--- src/rtl/pipe_pkg.sv ---
// Shared constants for the generic pipeline stage register and the ID/EX
// vector layout used by ID, EX and the hazard unit.
package pipe_pkg;

  localparam logic [1:0] EMPTY = 2'b00;
  localparam logic [1:0] ONE   = 2'b01;
  localparam logic [1:0] TWO   = 2'b10;

  // ID/EX control vector layout
  localparam int IDEX_CTRL_W  = 40;
  localparam int C_REGWRITE   = 0;
  localparam int C_MEMWRITE   = 1;
  localparam int C_MEMTOREG   = 2;
  localparam int C_ALUSRC     = 3;
  localparam int C_REGDST     = 4;
  localparam int C_BRANCH     = 5;
  localparam int C_JUMP       = 6;
  localparam int C_ALUCTR_LSB = 7;
  localparam int C_ALUCTR_W   = 4;
  localparam int C_EXCEPT_LSB = 11;
  localparam int C_EXCEPT_W   = 8;

  // ID/EX data vector layout; the top bit is reserved
  localparam int IDEX_DATA_W  = 165;
  localparam int D_PC_LSB     = 0;
  localparam int D_INSTR_LSB  = 32;
  localparam int D_BUSA_LSB   = 64;
  localparam int D_BUSB_LSB   = 96;
  localparam int D_IMM_LSB    = 128;
  localparam int D_IMM_W      = 16;
  localparam int D_RS_LSB     = 144;
  localparam int D_RT_LSB     = 149;
  localparam int D_RD_LSB     = 154;
  localparam int D_SHAMT_LSB  = 159;
  localparam int D_REG_W      = 5;

  function automatic logic [D_REG_W-1:0] idex_rd(input logic [IDEX_DATA_W-1:0] d);
    return d[D_RD_LSB +: D_REG_W];
  endfunction

endpackage

--- src/rtl/pipe_skid_slot.sv ---
// One {valid, ctrl, data} pipeline entry. clr zeroes everything, load captures
// a new entry, kill turns the entry into a bubble (ctrl zeroed, data held).
module pipe_skid_slot #(
  parameter int CTRL_W = 40,
  parameter int DATA_W = 165
) (
  input  logic              clk,
  input  logic              reset,
  input  logic              clr,
  input  logic              load,
  input  logic              kill,
  input  logic [CTRL_W-1:0] in_ctrl,
  input  logic [DATA_W-1:0] in_data,
  output logic              valid,
  output logic [CTRL_W-1:0] ctrl,
  output logic [DATA_W-1:0] data
);

  always_ff @(posedge clk) begin
    if (!reset || clr) begin
      valid <= 1'b0;
      ctrl  <= '0;
      data  <= '0;
    end else if (load) begin
      valid <= 1'b1;
      ctrl  <= in_ctrl;
      data  <= in_data;
    end else if (kill) begin
      valid <= 1'b0;
      ctrl  <= '0;
    end
  end

endmodule

--- src/rtl/pipe_stage_reg.sv ---
// Generic handshaked inter-stage register with stall/flush, bubble insertion,
// optional skid entry and a saturating backpressure counter.
module pipe_stage_reg
  import pipe_pkg::*;
#(
  parameter int CTRL_W = 40,
  parameter int DATA_W = 165,
  parameter int SKID   = 1,
  parameter int CNT_W  = 16
) (
  input  logic              clk,
  input  logic              reset,
  input  logic              stall,
  input  logic              flush,
  input  logic              in_valid,
  output logic              in_ready,
  input  logic [CTRL_W-1:0] in_ctrl,
  input  logic [DATA_W-1:0] in_data,
  output logic              out_valid,
  input  logic              out_ready,
  output logic [CTRL_W-1:0] out_ctrl,
  output logic [DATA_W-1:0] out_data,
  output logic [CNT_W-1:0]  stall_cnt
);

  logic              main_valid;
  logic              skid_valid;
  logic [CTRL_W-1:0] skid_ctrl;
  logic [DATA_W-1:0] skid_data;
  logic [1:0]        state;
  logic              accept, drain;
  logic              main_load, main_kill;
  logic [CTRL_W-1:0] main_ctrl_in;
  logic [DATA_W-1:0] main_data_in;

  assign state  = skid_valid ? TWO : (main_valid ? ONE : EMPTY);
  assign accept = in_valid & in_ready;
  // stall blocks the drain even if downstream shows ready
  assign drain  = !stall & main_valid & out_ready;

  // main refills from skid when it holds an entry, else from the input
  assign main_load    = (accept & ((state == EMPTY) | drain)) | ((state == TWO) & drain);
  assign main_kill    = drain & !accept & (state == ONE);
  assign main_ctrl_in = (state == TWO) ? skid_ctrl : in_ctrl;
  assign main_data_in = (state == TWO) ? skid_data : in_data;

  pipe_skid_slot #(.CTRL_W(CTRL_W), .DATA_W(DATA_W)) u_main (
    .clk     (clk),
    .reset   (reset),
    .clr     (flush),
    .load    (main_load),
    .kill    (main_kill),
    .in_ctrl (main_ctrl_in),
    .in_data (main_data_in),
    .valid   (main_valid),
    .ctrl    (out_ctrl),
    .data    (out_data)
  );

  generate
    if (SKID != 0) begin : g_skid
      logic skid_load, skid_kill;
      assign skid_load = accept & (state == ONE) & !drain;
      assign skid_kill = drain & (state == TWO);
      // depends only on registered state, never on out_ready
      assign in_ready  = reset & !stall & (state != TWO);

      pipe_skid_slot #(.CTRL_W(CTRL_W), .DATA_W(DATA_W)) u_skid (
        .clk     (clk),
        .reset   (reset),
        .clr     (flush),
        .load    (skid_load),
        .kill    (skid_kill),
        .in_ctrl (in_ctrl),
        .in_data (in_data),
        .valid   (skid_valid),
        .ctrl    (skid_ctrl),
        .data    (skid_data)
      );
    end else begin : g_noskid
      assign in_ready   = reset & !stall & (!main_valid | out_ready);
      assign skid_valid = 1'b0;
      assign skid_ctrl  = '0;
      assign skid_data  = '0;
    end
  endgenerate

  assign out_valid = main_valid;

  always_ff @(posedge clk) begin
    if (!reset) begin
      stall_cnt <= '0;
    end else if (main_valid && !out_ready && (stall_cnt != {CNT_W{1'b1}})) begin
      stall_cnt <= stall_cnt + 1'b1;
    end
  end

endmodule
--- config.mk ---
export PLATFORM = sky130hd
export DESIGN_NAME = pipe_stage_reg
export DESIGN_NICKNAME = d
export VERILOG_FILES = /design/src/rtl/pipe_pkg.sv /design/src/rtl/pipe_skid_slot.sv /design/src/rtl/pipe_stage_reg.sv
export SDC_FILE = /design/constraint.sdc
export NUM_CORES = 1
export LEC_CHECK = 0
export ABC_CLOCK_PERIOD_IN_PS = 5700
export CORE_AREA = 2 2 173 175
export DETAILED_ROUTE_END_ITERATION = 16
export DIE_AREA = 0 0 175 177
export DONT_BUFFER_PORTS = 1
export PLACE_DENSITY_LB_ADDON = 0.2
export SLEW_MARGIN = 5
export SYNTH_ARGS = -nofsm -noshare
export SYNTH_HDL_FRONTEND = slang
export SYNTH_SLANG_ARGS = --single-unit
--- constraint.sdc ---
create_clock -name clk -period 5.7 [get_ports clk]
set_clock_uncertainty 0.1 [all_clocks]
set_input_delay 0.855 -clock clk [delete_from_list [all_inputs] [get_ports clk]]
set_output_delay 0.855 -clock clk [all_outputs]
set_load 0.05 [all_outputs]
* Yosys cells after proc, flatten, opt, wreduce, memory -nomap -nowiden *
Index checks and enable logic that the tools add are counted.

word-level totals
  logic and storage cells = 48
  output and inout bits = 223
  flip-flop bits (word level) = 428

cells by class
  bitwise logic cells = 13
  multiplexer cells = 12
  reductions and logical operators = 11
  equal/unequal tests = 4
  add/subtract/negate cells = 1

operators with widths
  cell                     count
  $mux W40                 5
  $mux W165                1
  $add A16 B1 Y16 const B  1
  $ne A16 B16 Y1 const B   1
  $and A1 B1 Y1            11
  $logic_not A1 Y1         5
  $mux W1                  5
  $reduce_bool A2 Y1       2
  $eq A2 B1 Y1 const B     1
  $eq A2 B2 Y1 const B     1
  $logic_and A1 B1 Y1      2
  $logic_not A2 Y1         1
  $mux W2                  1
  $ne A2 B2 Y1 const B     1
  $or A1 B1 Y1             2
  $logic_or A1 B1 Y1       1

* Logic depth before layout (Yosys ltp) *
  depth in word-level cells = 10
  depth in mapped cells = 8
  gate-level depth less buffers = 5

* Hierarchy *
From an unflattened synthesis, not the netlist that was laid out.

unflattened totals
  cell total of the unflattened synthesis = 1,763
  area, all modules = 18,295.0 µm²

by module, submodules not included
  module          instances  area each (µm²)  cells an instance
  pipe_skid_slot  2          7,465.9          714
  pipe_stage_reg  1          3,363.2          335

* Worst setup path before layout *
OpenSTA, ideal clock, no wires.

  kind = input to output
  from = in reset
  to = out in_ready
  cell stages on the path = 4
  arrival time = 1.971 ns
  setup slack = 2.774 ns
  buffers on the path = 2
  path through = buf_2 -> inv_1 -> clkbuf_1 -> nor2_1

on the way
  word-level cells in the longest chain between the ends = 2

RTL lines
  item                        line                  source
  start, declared             pipe_stage_reg.sv:12  input logic reset,
  $and A1 B1 Y1 (2 in a row)  pipe_stage_reg.sv:66  assign in_ready = reset & !stall & (state != TWO);
  end, declared               pipe_stage_reg.sv:16  output logic in_ready,

Every way passes these cells.

* Worst setup path after layout *
  from = reg u_main.valid
  to = reg g_skid.u_skid.data[59]

on the way
  word-level cells in the longest chain between the ends = 7

RTL lines
  item                    line                  source
  start, declared         pipe_skid_slot.sv:14  output logic valid,
  start signal, assigned  pipe_skid_slot.sv:21  valid <= 1'b0;
  start signal, assigned  pipe_skid_slot.sv:25  valid <= 1'b1;
  start signal, assigned  pipe_skid_slot.sv:29  valid <= 1'b0;
  $mux W1                 pipe_stage_reg.sv:36  assign state = skid_valid ? TWO : (main_valid ? ONE : EMPTY);
  $mux W2                 pipe_stage_reg.sv:36
  $ne A2 B2 Y1            pipe_stage_reg.sv:66
  $and A1 B1 Y1           pipe_stage_reg.sv:66
  $and A1 B1 Y1           pipe_stage_reg.sv:37  assign accept = in_valid & in_ready;
  $and A1 B1 Y1           pipe_stage_reg.sv:63  assign skid_load = accept & (state == ONE) & !drain;
  $and A1 B1 Y1 (*)       pipe_stage_reg.sv:63
  end signal, assigned    pipe_skid_slot.sv:27  data <= in_data;
  end, declared           pipe_skid_slot.sv:16  output logic [DATA_W-1:0] data

Mark *: on every way between the ends. The rest lies on a longest branch, timed or not.
A chain may end at the register's enable or synchronous reset.

==> run metrics <==
Leak 5.43 nW; final-stage net count 2,028; Boundary Pins 434; layout overhead on the synthesized area 7.88%; Worst Setup End Kind flop; MaxCap Viol Count 0; WS Path Type flop to flop; Final TNS setup 0 ns; global-route wire length before repair between 60,000 and 70,000 um; root buf cell clkbuf_16; Mapped Nets between 2,000 and 2,500; Post-Route WL 43,100 um; H-tree depth 2; Core Box Area 29,200 um^2; sequential cell area fraction in the yosys report 50.5%; Max-slew headroom a little under a quarter; Hold Crit Class flop to flop; unrepaired setup endpoints after global routing false; worst hold slack around 0.35 ns; cell area after synthesis 17,000 um^2; HPWL after DPL 27,300 um; total track usage 26.3%; final setup fails 0; Final Worst Setup Slack between 2 and 3 ns; postcts setup bufs 0; Worst path max stage delay 0.84 ns; reg2reg setup slack 2.56 ns; P per Cell Area 340 nW/um^2; Die Y 177 um; CTS resizes 0; fraction of layout cells with a size suffix above 1 6.88%; 1st-pass router iterations 5; Power, Total 0.00622 W; final hold vios 0; clock latency on the worst-skew pair 0.53 ns; Startpoint Class flop; Wirelength per Cell 19.3 um; CTS Hold Buffers Added 0; I/O Buffers 0; final period utilization 55.2%; number of global-route vias before repair 12,200; Worst EP arrival 3.49 ns; Worst EP required 6.05 ns; Antenna Violating Nets Remaining 0; Ys Warns 0; initial antenna violation count 0; Die Area 31,000 um^2; Clock Sinks 428; Crit Path Max Fanout 87; row cnt 63; CTS clock-pin slew for the worst setup and hold paths around 0.060 ns; crit path max-delay cell type buf_4; Tmin final ~3.1 ns; via count 13,100; Peak VDD IR 258 uV; CTS Buf Count 45; status finished, final reports clean; Initial Utilization 58.0%; syn_area_per_cell 8.83 um^2; # diodes 0; number of library cell types mapped by synthesis 36; fmax 318 MHz; largest net degree at the start of global routing 230; GRT overflow 0; worst slack, placed 2.57 ns; Worst Tran Pin Value 1.16 ns; Slew Limit Fails 0; Placer Congestion 0.833; detailed-route DRC error count 0; synthesized flop and latch total 428; crit path cell chain nand2b_1, nor3_4, buf_4, nand2_1, a21oi_1; CTS tree built; Mapped Cells 1,921; vias per inst 5.87; 1st-iter DRT viols 930; Max Root-Sink Buffers 3; Die X 175 um
==> final timing paths <==
kind              depth (start not counted)                   start                      to
hold / removal                            2  g_skid.u_skid.data[77]  g_skid.u_skid.data[77]
setup / recovery                          5            u_main.valid  g_skid.u_skid.data[59]
setup reg to reg                          5            u_main.valid  g_skid.u_skid.data[59]
hold reg to reg                           2  g_skid.u_skid.data[77]  g_skid.u_skid.data[77]
==> power breakdown <==
group          switching [W]  internal, W
clock network        0.00115      0.00171
registers           0.000134      0.00302
logic               0.000136    0.0000712
total                0.00142      0.00480
==> sequential cells by signal (all words and copies together), names as in the netlist <==
signal and count:
g_skid.u_skid.valid 1, u_main.valid 1, u_main.ctrl 40, u_main.data 165
g_skid.u_skid.ctrl 40, stall_cnt 16, g_skid.u_skid.data 165
==> layout make-up <==
type | count | area (um^2)
Clock inverter | 7 | 85.1
Clock buffer | 71 | 1350
Tap cell | 390 | 488
Fill cell | 2480 | 10900
Multi-Input combinational cell | 1322 | 7610
Inverter | 4 | 15.0
Timing Repair Buffer | 15 | 175
Sequential cell | 428 | 8570
==> critical path, delay by kind of cell (launching register included) <==
kind | cells | cell delay (ns)
and+or+nand+nor | 3 | 1.11
buffers and inverters | 1 | 0.84
AOI/OAI and AO/OA | 1 | 0.18
DFF | 1 | 0.74
==> cell usage in the layout (no fill, tap or decap), drive strengths merged, types with 2 or more instances in the layout <==
master / synthesis / layout
buf: 81 / 15
a31oi: 2 / 2
and4: 2 / 2
clkbuf: 86 / 71
clkinv: 0 / 5
nand3: 45 / 45
nor2b: 2 / 2
nor3: 4 / 4
mux2i: 166 / 166
a22oi: 40 / 40
bufinv: 0 / 2
nor4: 3 / 3
mux2: 40 / 40
nand2: 381 / 381
inv: 4 / 4
a211oi: 166 / 166
nand3b: 2 / 2
or4: 8 / 8
o21ai: 4 / 4
or3: 4 / 4
nand4: 6 / 6
nand2b: 3 / 3
dfxtp: 428 / 428
a21oi: 218 / 218
o31ai: 8 / 8
nor2: 210 / 210
==> cells by family after synthesis <==
group / count (synthesis) / share of synthesized area [%]
flip-flops: 428 / 50.5
AO/OA/AOI/OAI: 442 / 16.3
buffers and inverters: 171 / 4.73
AND/OR/NAND/NOR: 673 / 15.9
adder cells (fa/ha/maj): 1 / 0.0737
multiplexers: 206 / 12.4
==> cells in the mapped netlist (all sizes together) <==
cell type	instances	area [um^2]
dfxtp	428	8570
nand2	381	1430
a21oi	218	1090
nor2	210	788
a211oi	166	1250
mux2i	166	1660
clkbuf	86	323
buf	81	465
nand3	45	225
a22oi	40	300
mux2	40	450
o31ai	8	60.1
or4	8	60.1
nand4	6	37.5
inv	4	15.0
nor3	4	31.3
o21ai	4	20.0
or3	4	25.0
nand2b	3	18.8
nor4	3	18.8
a31oi	2	12.5
and4	2	17.5
nand3b	2	15.0
nor2b	2	12.5
and3	1	6.26
and4b	1	10.0
ha	1	12.5
o211ai	1	7.51
o311ai	1	8.76
o32a	1	10.0
o41ai	1	8.76
or2	1	8.76
==> metrics by stage <==
stage                     utilization, %  cell area [um^2]  cells
after floorplan                        -             17000   1921
after global placement              57.7             16900   2159
after detailed placement            57.7             16900   2159
after CTS                           62.6             18300   2237
after global routing                62.6             18300   2237
final                               62.6             18300   2237
==> metal layers <==
| layer | up-vias | track usage, % | wire length, um |
|---|---|---|---|
| met5 | - | 0 | 0 |
| met4 | 0 | 11.7 | 1960 |
| met3 | 119 | 10.6 | 4500 |
| met2 | 456 | 42.8 | 20000 |
| met1 | 6102 | 30.5 | 16600 |
| li1 | 6462 | - | - |
(Power assumes the default switching activity.)
